### src/rtl/dvi_tx_link_ctrl.sv
// DVI transmit link bring-up controller: PLL lock qualification,
// PHY reset sequencing, warm-up frame blanking and DE gating.
module dvi_tx_link_ctrl #(
  parameter int unsigned RST_CYCLES  = 16,
  parameter int unsigned LOCK_FILT   = 4,
  parameter int unsigned WARM_FRAMES = 2,
  parameter bit          VS_POL      = 1'b1
) (
  input  logic       pixel_clock,
  input  logic       reset_n,
  input  logic       enable,
  input  logic       pll_locked,
  input  logic       de_in,
  input  logic       hsync_in,
  input  logic       vsync_in,
  output logic       phy_reset,
  output logic       de_out,
  output logic       hsync_out,
  output logic       vsync_out,
  output logic       link_up,
  output logic [1:0] state,
  output logic [7:0] lock_loss_cnt
);

  typedef enum logic [1:0] {
    ST_IDLE       = 2'd0,
    ST_RESET_HOLD = 2'd1,
    ST_SYNC_WAIT  = 2'd2,
    ST_ACTIVE     = 2'd3
  } state_e;

  localparam int unsigned RW =
    (RST_CYCLES > 1) ? $clog2(RST_CYCLES) : 1;
  localparam int unsigned LW =
    (LOCK_FILT > 1) ? $clog2(LOCK_FILT) : 1;
  localparam int unsigned FW =
    (WARM_FRAMES > 1) ? $clog2(WARM_FRAMES) : 1;

  localparam logic [RW-1:0] RST_LAST  = RW'(RST_CYCLES - 1);
  localparam logic [LW-1:0] LOCK_LAST = LW'(LOCK_FILT - 1);
  localparam logic [FW-1:0] WARM_LAST = FW'(WARM_FRAMES - 1);

  state_e        state_q, state_d;
  logic [RW-1:0] rst_cnt_q, rst_cnt_d;
  logic [FW-1:0] frame_cnt_q, frame_cnt_d;
  logic [LW-1:0] lock_cnt_q, lock_cnt_d;
  logic          lock_ok_q, lock_ok_d;
  logic          vs_prev_q, vs_prev_d;
  logic [7:0]    loss_q, loss_d;
  logic          de_q, de_d;
  logic          hs_q, hs_d;
  logic          vs_q, vs_d;

  logic          vs_edge;
  logic          abort;

  // Lock counter parks at its last value once lock qualifies.
  always_comb begin
    lock_cnt_d = lock_cnt_q;
    lock_ok_d  = lock_ok_q;
    if (!pll_locked) begin
      lock_cnt_d = '0;
      lock_ok_d  = 1'b0;
    end else if (lock_cnt_q == LOCK_LAST) begin
      lock_ok_d  = 1'b1;
    end else begin
      lock_cnt_d = lock_cnt_q + LW'(1);
    end
  end

  assign vs_edge = (vsync_in == VS_POL) &&
                   (vs_prev_q != VS_POL);

  assign abort = (state_q != ST_IDLE) &&
                 (!enable || !lock_ok_q);

  always_comb begin
    state_d     = state_q;
    rst_cnt_d   = rst_cnt_q;
    frame_cnt_d = frame_cnt_q;
    loss_d      = loss_q;
    if (abort) begin
      state_d     = ST_IDLE;
      rst_cnt_d   = '0;
      frame_cnt_d = '0;
      if (!lock_ok_q && (loss_q != 8'hFF)) begin
        loss_d = loss_q + 8'd1;
      end
    end else begin
      case (state_q)
        ST_IDLE: begin
          rst_cnt_d   = '0;
          frame_cnt_d = '0;
          if (enable && lock_ok_q) begin
            state_d = ST_RESET_HOLD;
          end
        end
        ST_RESET_HOLD: begin
          if (rst_cnt_q == RST_LAST) begin
            state_d   = ST_SYNC_WAIT;
            rst_cnt_d = '0;
          end else begin
            rst_cnt_d = rst_cnt_q + RW'(1);
          end
        end
        ST_SYNC_WAIT: begin
          if (vs_edge) begin
            if (frame_cnt_q == WARM_LAST) begin
              state_d     = ST_ACTIVE;
              frame_cnt_d = '0;
            end else begin
              frame_cnt_d = frame_cnt_q + FW'(1);
            end
          end
        end
        ST_ACTIVE: begin
          state_d = ST_ACTIVE;
        end
        default: begin
          state_d = ST_IDLE;
        end
      endcase
    end
  end

  // DE is dropped in the same edge that leaves ACTIVE.
  always_comb begin
    de_d      = de_in && (state_q == ST_ACTIVE) &&
                (state_d == ST_ACTIVE);
    hs_d      = hsync_in;
    vs_d      = vsync_in;
    vs_prev_d = vsync_in;
  end

  always_ff @(posedge pixel_clock) begin
    if (!reset_n) begin
      state_q     <= ST_IDLE;
      rst_cnt_q   <= '0;
      frame_cnt_q <= '0;
      lock_cnt_q  <= '0;
      lock_ok_q   <= 1'b0;
      vs_prev_q   <= ~VS_POL;
      loss_q      <= '0;
      de_q        <= 1'b0;
      hs_q        <= 1'b0;
      vs_q        <= 1'b0;
    end else begin
      state_q     <= state_d;
      rst_cnt_q   <= rst_cnt_d;
      frame_cnt_q <= frame_cnt_d;
      lock_cnt_q  <= lock_cnt_d;
      lock_ok_q   <= lock_ok_d;
      vs_prev_q   <= vs_prev_d;
      loss_q      <= loss_d;
      de_q        <= de_d;
      hs_q        <= hs_d;
      vs_q        <= vs_d;
    end
  end

  assign phy_reset     = (state_q == ST_IDLE) ||
                         (state_q == ST_RESET_HOLD);
  assign link_up       = (state_q == ST_ACTIVE);
  assign state         = state_q;
  assign de_out        = de_q;
  assign hsync_out     = hs_q;
  assign vsync_out     = vs_q;
  assign lock_loss_cnt = loss_q;

endmodule

### config.mk
export PLATFORM = sky130hd
export DESIGN_NAME = dvi_tx_link_ctrl
export DESIGN_NICKNAME = d
export VERILOG_FILES = /design/src/rtl/dvi_tx_link_ctrl.sv
export SDC_FILE = /design/constraint.sdc
export NUM_CORES = 1
export LEC_CHECK = 0
export CORE_ASPECT_RATIO = 0.7
export CORE_MARGIN = 4
export CORE_UTILIZATION = 48
export DETAILED_ROUTE_END_ITERATION = 10
export GPL_TIMING_DRIVEN = 0
export PLACE_DENSITY = 0.77
export SLEW_MARGIN = 15
export SYNTH_ARGS = -nofsm -noshare
export SYNTH_HDL_FRONTEND = slang
export SYNTH_SLANG_ARGS = --single-unit
### constraint.sdc
create_clock -name pixel_clock -period 1.67 [get_ports pixel_clock]
set_input_delay 0.334 -clock pixel_clock [delete_from_list [all_inputs] [get_ports pixel_clock]]
set_output_delay 0.334 -clock pixel_clock [all_outputs]
set_load 0.05 [all_outputs]
==> summary.json, run 1 <==
{
  "outcome": {
    "result_of_the_run": "completed"
  },
  "global_route": {
    "first_global_vias": 699,
    "busiest_layer_in_global_routing": "met2",
    "antenna_found_initial": 0,
    "overflow": 0,
    "met3_usage": 0.0623,
    "grt_util_all_layers": 0.156,
    "grt_start_max_net_pins": 12,
    "global_route.usage.met2": 0.230,
    "grt_first_pass_wirelength_mm": 3.20,
    "met1_usage": 0.219
  },
  "finish": {
    "final_cells": 154,
    "fin_nets": 143,
    "synthToLayoutAreaGrowth_pct": 24.9,
    "n_antenna_cell": 0,
    "final_cell_area_um2": 1200,
    "layout-drive-gt1-share": 0.121
  },
  "timing": {
    "worst-slew-pin-transition_ps": 500,
    "slew_viol_final": 0,
    "finalSetupViolations": 0,
    "max_freq_mhz": 620,
    "worst_slew_margin_relative_to_its_limit": 0.668,
    "post-route-worst-setup-slack_ps": 56.0,
    "final.period_utilization": 0.966,
    "final_period_minus_worst_setup_slack_ps": 1610,
    "final.setup_skew_ps": 5.94,
    "grt_setup_unrepaired": "no",
    "finalHoldViolCount": 0
  },
  "place": {
    "gp_congestion": 0.773,
    "setup_slack_after_placement_ps": -444,
    "placed_cells": 150,
    "detailed_place_hpwl_mm": 1.45,
    "detailed_place.area_um2": 1190,
    "io_buffers": 20
  },
  "logic_synthesis": {
    "synth_area_leaders": "sky130_fd_sc_hd__dfxtp_1 (44%), sky130_fd_sc_hd__nor2_1 (6.3%), sky130_fd_sc_hd__ha_1 (3.9%), sky130_fd_sc_hd__and2_1 (3.3%), sky130_fd_sc_hd__mux2i_1 (3.1%)",
    "ys_seq_elements": 21,
    "synth_async_sr_flop_share": 0,
    "synthFlopType": "sky130_fd_sc_hd__dfxtp_1",
    "synth-edff-count": 0,
    "synth.lib_cells_used.distinct": 29,
    "mappedNetlistNets": 118,
    "post-synth-top-area-cell": "sky130_fd_sc_hd__dfxtp_1",
    "synthDominantCellAreaShare": 0.438,
    "yosysWarnings": 0,
    "synthCells": 108,
    "syn-cell-area_um2": 961,
    "synth.most_common_cell": "sky130_fd_sc_hd__dfxtp_1",
    "netlist_top_cells_count": "sky130_fd_sc_hd__dfxtp_1 (21), sky130_fd_sc_hd__nor2_1 (16), sky130_fd_sc_hd__nand2_1 (6), sky130_fd_sc_hd__o21ai_0 (6)",
    "syn_area_per_cell_um2": 8.90,
    "ys_seq_area_frac": 0.438
  },
  "setup_path": {
    "critical_path.reg2reg.endpoint": "lock_loss_cnt[0]",
    "setup.reg_to_reg.worst_slack_ps": 150,
    "critical-path-slowest-cell": "sky130_fd_sc_hd__dlygate4sd2_1",
    "timing.critical_path.cells": "dlygate4sd2_1",
    "ff2ff_path_depth": 5,
    "arrival_ps": 1280,
    "largest_driver_fanout_on_the_critical_path": 6,
    "crit-reg2reg-launch": "lock_loss_cnt[0]",
    "critical_path.max_stage_delay_ps": 560,
    "worst_setup_path_end_kind": "output port",
    "required_ps": 1340,
    "crit_family": "buffers and inverters",
    "critPathKind": "reg2out",
    "worst_setup_sp_type": "register",
    "worst-path-buf-inv": 1
  },
  "routing": {
    "detail_route.wl_per_cell_um": 12.0,
    "drtIter0Drc": 13,
    "routed_via_count": 808,
    "drt_pre_antenna_iters": 6,
    "vias_per_cell": 5.25,
    "final_antenna_net_count": 0,
    "wirelength_mm": 1.85,
    "remaining_drc_errors": 0
  },
  "clocking": {
    "hold_buffers": 0,
    "cts.root.buffer_cell": "sky130_fd_sc_hd__clkbuf_4",
    "tritoncts": "built",
    "cts_inserted_buffers": 3,
    "ctsHtreeMaxLevel": 1,
    "clock_latency_ps": 300,
    "postCtsResizedCells": 24,
    "clock_sink_count": 21,
    "clk_path_buf_depth": 2,
    "path_clk_slew_ps": 110,
    "post_cts.repair.setup_buffers": 0
  },
  "die": {
    "core_area_um2": 1870,
    "start_util": 0.514,
    "io-pin-count": 22,
    "floorplan.die_area_um2": 2790,
    "die_w_um": 61.5,
    "die-height_um": 45.4,
    "rows": 13
  },
  "worst_hold_path": {
    "whs_endpoint": "hsync_out",
    "hold_path.class": "in2reg",
    "hold_start": "reset_n",
    "hold-path-cell-count": 2
  },
  "power": {
    "total_power_uw": 789,
    "static-leakage-power_uw": 0.000531,
    "ir_worst_vdd_mv": 0.613,
    "power.density_cell_area_nw_per_um2": 657
  },
  "run": {
    "drv_cap": 0
  }
}
[routing by layer]
metal | wire length [um] | up-vias | part of all wire
met5 | 0 | - | 0
met4 | 9 | 0 | 0.0049
met3 | 141 | 2 | 0.076
met2 | 752 | 19 | 0.41
met1 | 942 | 353 | 0.51
li1 | - | 434 | -
[area by class of cell]
cell class	count	area, um^2
Sequential cell	21	422
Buffer	3	30.0
Clock buffer	4	26.3
Timing Repair Buffer	20	179
Tap cell	22	27.5
Fill cell	161	671
Multi-Input combinational cell	81	504
Inverter	3	11.3
[cell usage in the layout (no fill, tap or decap), types with 2 or more instances in the layout]
cell	count
sky130_fd_sc_hd__dfxtp_1	20
sky130_fd_sc_hd__nor3_1	2
sky130_fd_sc_hd__clkbuf_4	4
sky130_fd_sc_hd__nand2_1	6
sky130_fd_sc_hd__clkdlybuf4s15_1	3
sky130_fd_sc_hd__clkdlybuf4s50_1	5
sky130_fd_sc_hd__clkbuf_2	2
sky130_fd_sc_hd__nor2b_1	2
sky130_fd_sc_hd__buf_6	2
sky130_fd_sc_hd__and4_1	2
sky130_fd_sc_hd__a211oi_1	2
sky130_fd_sc_hd__nand3_1	3
sky130_fd_sc_hd__and2_1	4
sky130_fd_sc_hd__o21ai_0	6
sky130_fd_sc_hd__dlygate4sd2_1	8
sky130_fd_sc_hd__nor2_1	16
sky130_fd_sc_hd__and3_1	3
sky130_fd_sc_hd__mux2i_1	3
sky130_fd_sc_hd__xor2_1	2
sky130_fd_sc_hd__inv_1	3
sky130_fd_sc_hd__nand2b_1	4
sky130_fd_sc_hd__a21oi_1	5
sky130_fd_sc_hd__a21o_1	2
sky130_fd_sc_hd__ha_1	3
sky130_fd_sc_hd__a31oi_1	4
sky130_fd_sc_hd__nand4_1	4
[flip-flops by register name (all words and copies together), names as in the netlist]
name and flops:
de_out 1, vsync_out 1, lock_ok_q 1, lock_cnt_q 2, lock_loss_cnt 8, frame_cnt_q 1
hsync_out 1, state 2, rst_cnt_q 4
[stage by stage]
step	util	hold WS (ps)	TNS, ps
after floorplan	-	448	0
after global placement	0.636	477	-551
after detailed placement	0.636	486	-624
after CTS	0.643	266	0
after global routing	0.641	269	0
final	0.641	277	0
[where the power goes]
| group | leakage (uW) | internal, uW | switching [uW] |
|---|---|---|---|
| Combinational | 0.000345 | 21.0 | 24.0 |
| Clock | 0.0000150 | 93.0 | 142 |
| Sequential | 0.000170 | 506 | 2.95 |
| Total | 0.000531 | 620 | 169 |
[cells by family after synthesis]
| family | after synthesis | synth area share |
|---|---|---|
| compound gates | 23 | 0.158 |
| xor+xnor | 2 | 0.0182 |
| fa+ha+maj | 3 | 0.0391 |
| buf+inv | 6 | 0.0391 |
| flops | 21 | 0.437 |
| mux | 3 | 0.0313 |
| simple gates | 50 | 0.277 |
[worst max path at each step]
stage,startpoint,endpoint,slack (ps),depth (start not counted)
after floorplan,lock_loss_cnt[0],lock_loss_cnt[0],3,5
after global placement,state[1],link_up,-390,3
after detailed placement,state[1],link_up,-440,3
after CTS,state[1],phy_reset,8,3
after global routing,lock_loss_cnt[0],lock_loss_cnt[0],2,1
final,lock_loss_cnt[3],lock_loss_cnt[3],60,1
No activity file was read; power rests on OpenSTA's default activity.
==> run 2: changes to the inputs <==
- HOLD_SLACK_MARGIN: not set -> 0.06
==> results of run 2 <==
Same layout as run 1: the final DEF is identical, and so are final timing and power.
==> RTL change (config.mk and constraints of run 1) <==
Change the parameter `LOCK_FILT` from 4 to 8.
--- a/src/rtl/dvi_tx_link_ctrl.sv
+++ b/src/rtl/dvi_tx_link_ctrl.sv
@@ -4,3 +4,3 @@
   parameter int unsigned RST_CYCLES  = 16,
-  parameter int unsigned LOCK_FILT   = 4,
+  parameter int unsigned LOCK_FILT   = 8,
   parameter int unsigned WARM_FRAMES = 2,
Formal check against the unedited RTL: not equivalent (Yosys sat finds a counterexample within 10 cycles, from zero or initial values and one cycle with reset_n low).
==> RTL change against run 1 <==
- total power rose by 10%
- sequential cell count rose by 1
- synthesized area grew 3.0%
- wire length up 18%
- fmax is 1.1% higher
- worst setup slack better by 17 ps
- final area up 3.9%
==> RTL change: results <==
{
  "crit_fanout": 4,
  "synth.area.top_cells": "dfxtp_1, nor2_1, ha_1",
  "max_stage_delay_ps": 520,
  "hold_class": "reg2reg",
  "status": "finished clean",
  "peakVddDrop_uv": 746,
  "antenna_cells": 0,
  "grt_pass1_vias": 836,
  "drtIter0Drc": 34,
  "post-dp-hpwl_mm": 1.70,
  "crit_family": "buffers and inverters",
  "drt-wirelength-per-cell_um": 13.8,
  "viasPerCell": 5.56,
  "cts_hold_buf": 0,
  "first_pass_iters": 4,
  "synth_cell_types": 36,
  "drive_above_1_share": 0.133,
  "antenna_found_initial": 0,
  "fillCellCount": 165,
  "grt_pass1_wl_mm": 3.71,
  "cp_slowest_cell": "dlygate4sd2_1",
  "tightestPinTransition_ps": 492,
  "synthesis.nets": 121,
  "critPathArrivalTime_ps": 1260,
  "leakage_nw": 0.528,
  "yosysSeqAreaShare": 0.445,
  "nets": 147,
  "grt_max_degree": 13,
  "synthTopCellsByCount": "dfxtp_1, nor2_1, nand2_1",
  "place_congestion": 0.811,
  "portBuffers": 21,
  "clkSlewWorstSetupHoldPaths_ps": 120,
  "grt_util_all_layers": 0.165,
  "fin_skew_ps": 3.14
}
-- RTL change: per-stage QoR --
| step | area (um2) | worst slack [ps] | hold slack (ps) | instances | utilization |
|---|---|---|---|---|---|
| detailed placement | 1230 | -234 | 494 | 153 | 0.647 |
| floorplan | 993 | 70.4 | 448 | 110 | - |
| finish | 1250 | 72.9 | 506 | 157 | 0.655 |
| global route | 1250 | 7.58 | 534 | 157 | 0.655 |
| CTS | 1250 | 3.83 | 510 | 157 | 0.656 |
| global placement | 1230 | -217 | 467 | 153 | 0.647 |
-- RTL change: layout make-up --
class | instances | share of cell area
Buffer | 3 | 0.0181
Clock buffer | 4 | 0.0291
Inverter | 4 | 0.0120
Timing Repair Buffer | 21 | 0.150
Multi-Input combinational cell | 81 | 0.413
Tap cell | 22 | 0.0221
Sequential cell | 22 | 0.356
-- RTL change: repair_timing --
item | CTS | global route
setup endpoints to repair | 15 | 7
endpoints found under the hold margin | 0 | 0
gates resized for setup | 21 | 10
setup buffers | 0 | 0
-- RTL change: report_power, final --
group	internal [mW]	leakage (nW)	switching [mW]
registers	0.529	0.180	0.00258
clock network	0.133	0.0210	0.157
logic	0.0205	0.327	0.0259
-- RTL change: metal layers --
| layer | up-vias | part of all wire | track usage |
|---|---|---|---|
| met2 | 19 | 0.47 | 0.283 |
| li1 | 440 | - | - |
| met4 | 0 | 0.0060 | 0.0381 |
| met1 | 412 | 0.47 | 0.208 |
| met5 | - | 0 | 0 |
| met3 | 2 | 0.055 | 0.0494 |
-- RTL change: kinds of logic (layout without fill, tap and decap cells) --
family / after synthesis / after routing / synth area share
AO/OA/AOI/OAI: 24 / 24 / 0.166
XOR/XNOR: 3 / 3 / 0.0266
adder cells (fa/ha/maj): 4 / 4 / 0.0506
buffers and inverters: 7 / 32 / 0.0354
flip-flops: 22 / 22 / 0.445
multiplexers: 2 / 2 / 0.0202
AND/OR/NAND/NOR: 48 / 48 / 0.257
-- RTL change: worst paths after layout --
check                             endpoint  cells past startpoint                     startpoint  slack (ps)
min              rst_cnt_q[3]$_SDFFE_PP0P_                      2      rst_cnt_q[3]$_SDFFE_PP0P_         510
min reg2reg      rst_cnt_q[3]$_SDFFE_PP0P_                      2      rst_cnt_q[3]$_SDFFE_PP0P_         510
max reg2reg  lock_loss_cnt[2]$_SDFFE_PN0P_                      5  lock_loss_cnt[0]$_SDFFE_PN0P_         160
max                              phy_reset                      2            state[1]$_SDFF_PN0_          70
-- RTL change: worst reg2reg max path, delay by kind of cell (launching register included) --
| family | cells | cell delay, ps |
|---|---|---|
| AOI/OAI and AO/OA | 3 | 530 |
| adders and majority gates | 1 | 240 |
| DFF | 1 | 360 |
| and+or+nand+nor | 1 | 270 |
